--- src/rtl/pipeline_hazard_ctrl.sv ---
// ============================================================================
// pipeline_hazard_ctrl
// ----------------------------------------------------------------------------
// Central stall/flush sequencer for the 5-stage pipeline. It owns no datapath.
// It drives the load-enable and flush/bubble controls of the PC and of the
// IF/ID, ID/EX, EX/MEM and MEM/WB stage registers. It resolves:
//   - load-use hazards: one bubble is inserted into ID/EX;
//   - EX-stage redirects: IF/ID and ID/EX are flushed;
//   - data-memory wait states: the whole front end freezes, and MEM/WB
//     takes a NOP;
//   - external halt: the pipe is drained for 4 cycles and then frozen.
//
// Optional build macro:
//   HAZARD_PERF_CNT_EN  When defined, the stall-cycle and flush counters are
//                       instantiated. When undefined, the perf ports are tied
//                       to 0.
//
// Handshake: dmem_ready is sampled only while a MEM access is pending.
//   - A cycle with mem_req=1 and dmem_ready=0 is a wait cycle.
//   - The cycle in which dmem_ready=1 is the completion cycle. MEM/WB
//     captures the memory result in that cycle.
//
// Ports:
//   clk, reset            clock; synchronous active-low reset
//   id_rs1/id_rs2         source register indices of the ID instruction
//   id_uses_rs1/2         ID instruction actually reads rs1/rs2
//   ex_rd                 destination register of the EX instruction
//   ex_is_load            EX instruction is a load
//   ex_reg_write          EX instruction writes rd
//   ex_redirect           taken branch / jump resolved in EX
//   mem_req               MEM instruction accesses data memory
//   dmem_ready            data memory completes the access this cycle
//   halt_req              level-sensitive debug halt request
//   pc_en .. ex_mem_en    stage-register load enables and flushes
//   mem_wb_bubble         MEM/WB loads a NOP
//   halted                core frozen
//   mem_timeout_err       sticky memory timeout error
//   perf_stall_cycles     front-end stall cycles in RUN/MEM_WAIT
//   perf_flush_count      cycles with id_ex_flush asserted
//   dbg_state             current sequencer state, for observation only
// ============================================================================
module pipeline_hazard_ctrl #(
    parameter int REG_ADDR_W  = 5,
    parameter int MEM_TIMEOUT = 16,
    parameter int CNT_W       = 32
) (
    input  logic                  clk,
    input  logic                  reset,
    input  logic [REG_ADDR_W-1:0] id_rs1,
    input  logic [REG_ADDR_W-1:0] id_rs2,
    input  logic                  id_uses_rs1,
    input  logic                  id_uses_rs2,
    input  logic [REG_ADDR_W-1:0] ex_rd,
    input  logic                  ex_is_load,
    input  logic                  ex_reg_write,
    input  logic                  ex_redirect,
    input  logic                  mem_req,
    input  logic                  dmem_ready,
    input  logic                  halt_req,
    output logic                  pc_en,
    output logic                  if_id_en,
    output logic                  if_id_flush,
    output logic                  id_ex_en,
    output logic                  id_ex_flush,
    output logic                  ex_mem_en,
    output logic                  mem_wb_bubble,
    output logic                  halted,
    output logic                  mem_timeout_err,
    output logic [CNT_W-1:0]      perf_stall_cycles,
    output logic [CNT_W-1:0]      perf_flush_count,
    output logic [1:0]            dbg_state
);

    localparam logic [1:0] S_RUN      = 2'd0;
    localparam logic [1:0] S_MEM_WAIT = 2'd1;
    localparam logic [1:0] S_DRAIN    = 2'd2;
    localparam logic [1:0] S_HALTED   = 2'd3;

    localparam int                WCNT_W    = $clog2(MEM_TIMEOUT + 1);
    localparam logic [WCNT_W-1:0] WCNT_LAST = WCNT_W'(MEM_TIMEOUT);

    logic [1:0]        r_state;
    logic [1:0]        w_state_nxt;
    logic [WCNT_W-1:0] r_wcnt;
    logic [WCNT_W-1:0] w_wcnt_nxt;
    logic [WCNT_W-1:0] w_wcnt_inc;
    logic [1:0]        r_dcnt;
    logic [1:0]        w_dcnt_nxt;
    logic              r_err;
    logic              w_err_nxt;
    logic              w_rs1_hit;
    logic              w_rs2_hit;
    logic              w_lu;
    logic              w_freeze;

    assign w_rs1_hit  = id_uses_rs1 && (id_rs1 == ex_rd);
    assign w_rs2_hit  = id_uses_rs2 && (id_rs2 == ex_rd);
    assign w_lu       = ex_is_load && ex_reg_write && (ex_rd != '0) && (w_rs1_hit || w_rs2_hit);
    assign w_wcnt_inc = r_wcnt + 1'b1;

    // Once MEM_WAIT is entered, the access is known to be pending.
    // Only dmem_ready decides release there. In RUN and DRAIN, a wait starts
    // when a request sees a not-ready memory.
    assign w_freeze = (r_state == S_MEM_WAIT) ? !dmem_ready : (mem_req && !dmem_ready);

    always_comb begin
        pc_en         = 1'b0;
        if_id_en      = 1'b0;
        if_id_flush   = 1'b0;
        id_ex_en      = 1'b0;
        id_ex_flush   = 1'b0;
        ex_mem_en     = 1'b0;
        mem_wb_bubble = 1'b0;
        halted        = 1'b0;
        w_state_nxt   = r_state;
        w_wcnt_nxt    = r_wcnt;
        w_dcnt_nxt    = r_dcnt;
        w_err_nxt     = r_err;

        if (reset) begin
            if (r_state != S_HALTED && w_freeze) begin
                // Memory wait: freeze everything up to EX/MEM. MEM/WB keeps
                // clocking, so it takes a NOP. A concurrent redirect or
                // load-use is ignored here. EX is frozen, so the same
                // condition is seen again after release.
                mem_wb_bubble = 1'b1;
                w_wcnt_nxt    = w_wcnt_inc;
                if (w_wcnt_inc == WCNT_LAST) begin
                    w_err_nxt   = 1'b1;
                    w_state_nxt = S_HALTED;
                end else if (r_state != S_DRAIN) begin
                    w_state_nxt = S_MEM_WAIT;
                end
                // Inside DRAIN the wait is handled in place and dcnt holds.
            end else begin
                case (r_state)
                    S_RUN, S_MEM_WAIT: begin
                        pc_en     = 1'b1;
                        if_id_en  = 1'b1;
                        id_ex_en  = 1'b1;
                        ex_mem_en = 1'b1;
                        if (ex_redirect) begin
                            if_id_flush = 1'b1;
                            id_ex_flush = 1'b1;
                        end else if (w_lu) begin
                            // Hold PC and IF/ID; inject one bubble into ID/EX.
                            pc_en       = 1'b0;
                            if_id_en    = 1'b0;
                            id_ex_flush = 1'b1;
                        end
                        w_wcnt_nxt = '0;
                        if (halt_req) begin
                            w_state_nxt = S_DRAIN;
                            w_dcnt_nxt  = 2'd0;
                        end else begin
                            w_state_nxt = S_RUN;
                        end
                    end
                    S_DRAIN: begin
                        // The PC stays put, so the instruction in IF at drain
                        // entry is refetched on resume. NOPs enter behind the
                        // instructions that are draining.
                        if_id_en    = 1'b1;
                        if_id_flush = 1'b1;
                        id_ex_en    = 1'b1;
                        id_ex_flush = ex_redirect;
                        ex_mem_en   = 1'b1;
                        w_wcnt_nxt  = '0;
                        w_dcnt_nxt  = r_dcnt + 2'd1;
                        if (r_dcnt == 2'd3) begin
                            w_state_nxt = S_HALTED;
                        end
                    end
                    default: begin
                        halted        = 1'b1;
                        mem_wb_bubble = 1'b1;
                        // A timeout halt can only be left through reset.
                        if (!halt_req && !r_err) begin
                            w_state_nxt = S_RUN;
                        end
                    end
                endcase
            end
        end
    end

    always_ff @(posedge clk) begin
        if (!reset) begin
            r_state <= S_RUN;
            r_wcnt  <= '0;
            r_dcnt  <= 2'd0;
            r_err   <= 1'b0;
        end else begin
            r_state <= w_state_nxt;
            r_wcnt  <= w_wcnt_nxt;
            r_dcnt  <= w_dcnt_nxt;
            r_err   <= w_err_nxt;
        end
    end

    assign mem_timeout_err = r_err;
    assign dbg_state       = r_state;

`ifdef HAZARD_PERF_CNT_EN
    logic [CNT_W-1:0] r_stall_cnt;
    logic [CNT_W-1:0] r_flush_cnt;

    always_ff @(posedge clk) begin
        if (!reset) begin
            r_stall_cnt <= '0;
            r_flush_cnt <= '0;
        end else begin
            if (!pc_en && (r_state == S_RUN || r_state == S_MEM_WAIT)) begin
                r_stall_cnt <= r_stall_cnt + 1'b1;
            end
            if (id_ex_flush) begin
                r_flush_cnt <= r_flush_cnt + 1'b1;
            end
        end
    end

    assign perf_stall_cycles = r_stall_cnt;
    assign perf_flush_count  = r_flush_cnt;
`else
    assign perf_stall_cycles = '0;
    assign perf_flush_count  = '0;
`endif

endmodule
--- config.mk ---
export PLATFORM = sky130hd
export DESIGN_NAME = pipeline_hazard_ctrl
export DESIGN_NICKNAME = d
export VERILOG_FILES = /design/src/rtl/pipeline_hazard_ctrl.sv
export SDC_FILE = /design/constraint.sdc
export NUM_CORES = 1
export LEC_CHECK = 0
export CAP_MARGIN = 20
export CORE_MARGIN = 4
export CORE_UTILIZATION = 31
export CTS_BUF_LIST = sky130_fd_sc_hd__clkbuf_8
export DETAILED_ROUTE_END_ITERATION = 16
export PLACE_DENSITY = 0.82
export REMOVE_ABC_BUFFERS = 1
export SKIP_CTS_REPAIR_TIMING = 1
export SYNTH_ARGS = -nofsm -noshare
export SYNTH_HDL_FRONTEND = slang
export SYNTH_SLANG_ARGS = --single-unit
--- constraint.sdc ---
create_clock -name clk -period 1.43 [get_ports clk]
set_clock_uncertainty 0.05 [all_clocks]
set_input_delay 0.143 -clock clk [delete_from_list [all_inputs] [get_ports clk]]
set_output_delay 0.143 -clock clk [all_outputs]
set_load 0.02 [all_outputs]
==> results of run 1 <==
==> metrics by stage <==
stage | hold WS, ps | worst slack [ps] | utilization | instance area [sq um]
floorplan | 247.7 | -343.4 | - | 982.2
global placement | 412.7 | -977.0 | 0.4071 | 1535
detailed placement | 431.1 | -978.3 | 0.4071 | 1535
CTS | 439.1 | -987.3 | 0.4217 | 1590
global route | 467.4 | -268.7 | 0.4502 | 1698
finish | 431.0 | -198.8 | 0.4502 | 1698
==> registers in the layout, indices dropped and copies added (netlist names) <==
signal / flops
dbg_state: 2
r_wcnt: 5
r_dcnt: 2
mem_timeout_err: 1
==> tightest hold or removal path: cells and delay by family (launching register included) <==
kind            cells  cell delay, ps
flops               1             320
compound gates      1              50
buf+inv             1              60
==> synth_stat cells <==
cell / number
buf_4: 65
nor2_1: 11
xnor2_1: 11
dfxtp_1: 10
a21oi_1: 8
nand2_1: 6
nand2b_1: 6
inv_1: 5
a211oi_1: 3
nor3_1: 3
a211oi_2: 2
and2_1: 2
clkbuf_1: 2
ha_1: 2
mux2i_1: 2
nand4_1: 2
o21ai_0: 2
a211o_1: 1
a21o_1: 1
a21oi_2: 1
a22o_1: 1
a22oi_1: 1
and3_1: 1
and4_1: 1
buf_2: 1
conb_1: 1
nand3b_1: 1
nand4b_1: 1
nor2_2: 1
nor2b_1: 1
nor3b_1: 1
o211ai_1: 1
o211ai_2: 1
o21bai_1: 1
o22ai_1: 1
o311ai_0: 1
or4_1: 1
==> layout make-up <==
cell class,count,share of cell area
inverters,5,0.01105
clock buffers,4,0.03242
flip-flops and latches,10,0.1179
well taps,48,0.03537
multi-input cells,142,0.4959
repair buffers,55,0.3073
==> logic make-up after synthesis <==
family	count (synthesis)	share of synthesized area
adder cells (fa/ha/maj)	2	0.02008
AND/OR/NAND/NOR	38	0.1607
buffers and inverters	73	0.4167
other	1	0.003009
multiplexers	2	0.01606
XOR/XNOR	11	0.07731
flip-flops	10	0.1606
AO/OA/AOI/OAI	25	0.1456
==> power by group through the flow <==
| stage | sequential (uW) | clock [uW] | combinational, uW |
|---|---|---|---|
| floorplan | 322 | 0 | 288 |
| global placement | 304 | 0 | 513 |
| detailed placement | 305 | 0 | 518 |
| CTS | 299 | 370 | 520 |
| global route | 301 | 387 | 602 |
| finish | 300 | 362 | 560 |
==> layer usage <==
metal | GRT usage | vias to the layer above
li1 | - | 517
met1 | 0.1147 | 472
met2 | 0.1776 | 78
met3 | 0.02945 | 5
met4 | 0.05010 | 0
met5 | 0 | -
==> worst paths after layout <==
check                                        to       startpoint  slack (ps)  cells after the start
worst max-delay path                id_ex_flush            reset        -200                      7
worst min-delay path            mem_timeout_err  mem_timeout_err         430                      2
worst max register to register  mem_timeout_err     dbg_state[1]          90                      5
worst min register to register  mem_timeout_err  mem_timeout_err         430                      2
==> flow_summary.yaml, run 1 <==
logic_synthesis:
  ys_types: 37
  syn_area_sq_um: 1246
  ys_top_cells_by_area: "buf_4 39%, dfxtp_1 16%, xnor2_1 7.7%, nor2_1 3.3%, a21oi_1 3.2%"
  syn_avg_cell_area_sq_um: 7.693
  ys_warn_count: 0
  synthDominantCellAreaShare: 0.3916
  syn_inst: 162
  synth-seq-cells: 10
  synth_top_cell_by_area: "buf_4"
  synth-seq-area-share: 0.1606
pwr:
  p_comb_frac: 0.458
  p_total_uw: 1221
  net-switching-power_uw: 461.8
  power_density_nw_per_um2: 719.0
  seqPwrFrac: 0.245
  pwr-share-clk: 0.296
  internal-power_uw: 758.9
  leakage_uw: 0.0009177
  peakVddDrop_uv: 563.7
  switching_share: 0.3783
finish:
  nNetsFinal: 244
  regArea_sq_um: 200.2
  multi_input_area_sq_um: 842.1
  layout_commonest_cell: "conb_1"
  layoutNonFillerInstCount: 264
  num-fill-cells: 368
  layout-drive-gt1-share: 0.2407
  area_growth_pct: 36.25
  n_antenna_cell: 0
  most-common-layout-cells: "64 x conb_1, 21 x buf_4, 12 x dlymetal6s2s_1, 12 x clkdlybuf4s50_1"
floorplanning:
  die_h_um: 71.41
  start_util: 0.3305
  dieWidth_um: 71.41
  ios: 100
  rows: 22
  dieArea_sq_um: 5099
  core_sq_um: 3771
cts:
  clock_latency_ps: 240
  cts.path.max_buffers: 2
  cts_tree: "yes"
  cts_made_buffers: 3
  clkTransAtPathRegs_ps: 50
  cts_num_sinks: 10
  cts-root-buf: "clkbuf_8"
  cts_max_level: 1
global_routing:
  grt_pass1_wl_mm: 4.236
  grt_pass1_vias: 949
  antenna_found_initial: 0
  gr-total-overflow: 0
  grt_max_degree: 12
  grt.total_usage: 0.1027
timing:
  post-route-period-util: 1.139
  max_freq_mhz: 614.0
  period_minus_slack_ps: 1629
  fin_tns_setup_ps: -1070
  slew_viol_final: 0
  setup_viol: 6
  finalHoldViolCount: 0
  rsz0062_at_grt: "true"
  fin_ws_ps: -198.8
routing:
  route.met3.wl_um: 370
  met1Wirelength_mm: 1.092
  drt_iter0_markers: 16
  wirelength_mm: 2.986
  vias: 1072
  wl_per_cell_um: 11.31
  top_layer_used: "met4"
  antenna_left: 0
  route.detailed.drc: 0
  avgViaCountPerCell: 4.061
  wl_met2_mm: 1.467
  dr.pass1.iters: 4
setup_path:
  crit_top_cell: "buf_6"
  slowest_stage: "clkdlybuf4s50_1"
  crit_chain: "clkdlybuf4s50_1 > inv_1 > a211o_1 > buf_6 > inv_2 > a22o_1 > buf_6"
  path_max_fanout: 3
  cp-start-kind: "primary input"
  cpPeakStageDelay_ps: 510
  path_buf_inv: 5
  crit_type: "primary input to output port"
  arrival_ps: 1440
  crit_path_end_kind: "output port"
  path_delay_family: "buffers and inverters"
  critPathRequiredTime_ps: 1240
placement:
  gp_congestion: 0.7843
  dpl.hpwl_mm: 2.370
  port-buffer-count: 35
  post-place-cells: 259
min_path:
  hp-class: "register to register"
outcome:
  violations: "negative setup slack"
  outcome: "finished with violations"
job:
  max_cap_violations: 0
No activity file was read; power rests on OpenSTA's default activity.
==> run 2: changes to the inputs <==
CORE_MARGIN = 5   (was 4)
==> run 2 against run 1 <==
The run still ends with negative setup slack left. Critical path type unchanged. Core utilization fell by 2.5 points. Total power fell by 0.24%. Combinational power fell by 1%.
==> flow_summary.yaml, run 2 (synthesized netlist as in run 1, its figures left out) <==
pwr:
  internal-power_uw: 758.1
  switching_share: 0.3775
  pwr-share-clk: 0.298
  peakVddDrop_uv: 425.4
  leakage_uw: 0.0008747
  seqPwrFrac: 0.247
  p_comb_frac: 0.455
  power_density_nw_per_um2: 726.4
  net-switching-power_uw: 459.8
min_path:
  holdPathStages: 2
  hp-start: "r_dcnt[1]"
  holdPathEnd: "r_dcnt[1]"
  hp-class: "register to register"
global_routing:
  grt_pass1_vias: 984
  grt.total_usage: 0.09820
  grtUsageMet3: 0.02326
  met1_usage: 0.1115
  grt_pass1_wl_mm: 4.160
  gr-total-overflow: 0
  antenna_found_initial: 0
  gr-usage-met2: 0.1738
  grt_max_degree: 12
  gr-max-usage-layer: "met2"
placement:
  gp_congestion: 0.8400
  port-buffer-count: 35
  dpl.hpwl_mm: 2.463
  placed_cell_area_sq_um: 1545
routing:
  route.detailed.drc: 0
  wl_per_cell_um: 11.28
  dr.pass1.iters: 4
  vias: 1061
  wirelength_mm: 3.013
  drt_iter0_markers: 11
  antenna_left: 0
  avgViaCountPerCell: 3.974
timing:
  fin_tns_setup_ps: -1155
  period_minus_slack_ps: 1667
  rsz0062_at_grt: "true"
  max_freq_mhz: 599.8
  post-route-period-util: 1.166
  slew_viol_final: 0
  finalHoldViolCount: 0
  fin_ws_ps: -237.3
  setup_viol: 6
floorplanning:
  core_sq_um: 3943
  die_h_um: 73.41
  ios: 100
  rows: 23
  dieWidth_um: 73.41
  dieArea_sq_um: 5388
  start_util: 0.3161
setup_path:
  crit_path_end_kind: "output port"
  path_max_fanout: 2
  crit_type: "primary input to output port"
  r2r_end: "r_wcnt[1]"
  rr_startpoint: "dbg_state[0]"
  cp-start-kind: "primary input"
  critPathRequiredTime_ps: 1240
  r2r_cells: 7
  reg2reg_slack_ps: 110
  arrival_ps: 1470
cts:
  cts_max_level: 1
  cts_tree: "yes"
  cts_num_sinks: 10
  cts_made_buffers: 3
  cts-root-buf: "clkbuf_8"
  clock_latency_ps: 240
  clkTransAtPathRegs_ps: 50
  cts.path.max_buffers: 2
finish:
  most-common-layout-cells: "64 x conb_1, 23 x buf_4, 16 x clkdlybuf4s50_1, 11 x nor2_1, 11 x xnor2_1"
  regMostFlops: "r_wcnt"
  layout_commonest_cell: "conb_1"
  nNetsFinal: 245
  area_growth_pct: 34.54
  multi_input_area_sq_um: 823.3
  final_area_sq_um: 1677
  num-fill-cells: 413
  regArea_sq_um: 201.4
  layout-drive-gt1-share: 0.2350
  largest_register_ffs: 5
  n_antenna_cell: 0
job:
  max_cap_violations: 0
outcome:
  outcome: "finished with violations"
  violations: "negative setup slack"
-- run 2: worst max-delay path, cell delays in order --
cell,delay [ps]
clkdlybuf4s50_1,470
xnor2_1,130
nand4_1,160
o22ai_2,200
buf_4,150
a21oi_1,60
buf_4,160
-- run 2: worst max path at each step --
stage	from	to	slack, ps	cells after the start
CTS	ex_rd[0]	pc_en	-1050	6
global route	id_rs2[1]	if_id_en	-300	7
global placement	ex_rd[0]	pc_en	-1000	6
floorplan	dbg_state[1]	id_ex_flush	-340	4
detailed placement	ex_rd[0]	pc_en	-1050	6
finish	id_rs2[1]	if_id_en	-240	7
-- run 2: power by group through the flow --
stage          combinational [uW]  clock [uW]  sequential [uW]
3_5_place_dp                  521           0              305
3_3_place_gp                  515           0              304
2_1_floorplan                 288           0              322
5_1_grt                       597         388              302
6_report                      554         363              301
4_1_cts                       524         369              299
-- run 2: layout make-up --
class | instances | share of cell area
multi-input cells | 142 | 0.4910
repair buffers | 56 | 0.3075
flip-flops and latches | 10 | 0.1201
well taps | 50 | 0.03731
clock buffers | 4 | 0.03284
inverters | 5 | 0.01119
-- run 2: stage by stage --
stage	hold WS, ps	setup WS [ps]	util	power (uW)	std cells
3_3_place_gp	412.6	-997.0	0.3919	819.6	262
3_5_place_dp	419.2	-1048	0.3919	825.5	262
5_1_grt	453.6	-297.4	0.4253	1287	267
4_1_cts	428.5	-1054	0.4059	1192	266
6_report	423.3	-237.3	0.4253	1218	267
2_1_floorplan	247.7	-343.4	-	609.9	157
-- run 2: per-layer routing --
layer | vias to the layer above | share of wire
li1 | 519 | -
met1 | 471 | 0.37
met2 | 67 | 0.48
met3 | 4 | 0.13
met4 | 0 | 0.021
met5 | - | 0
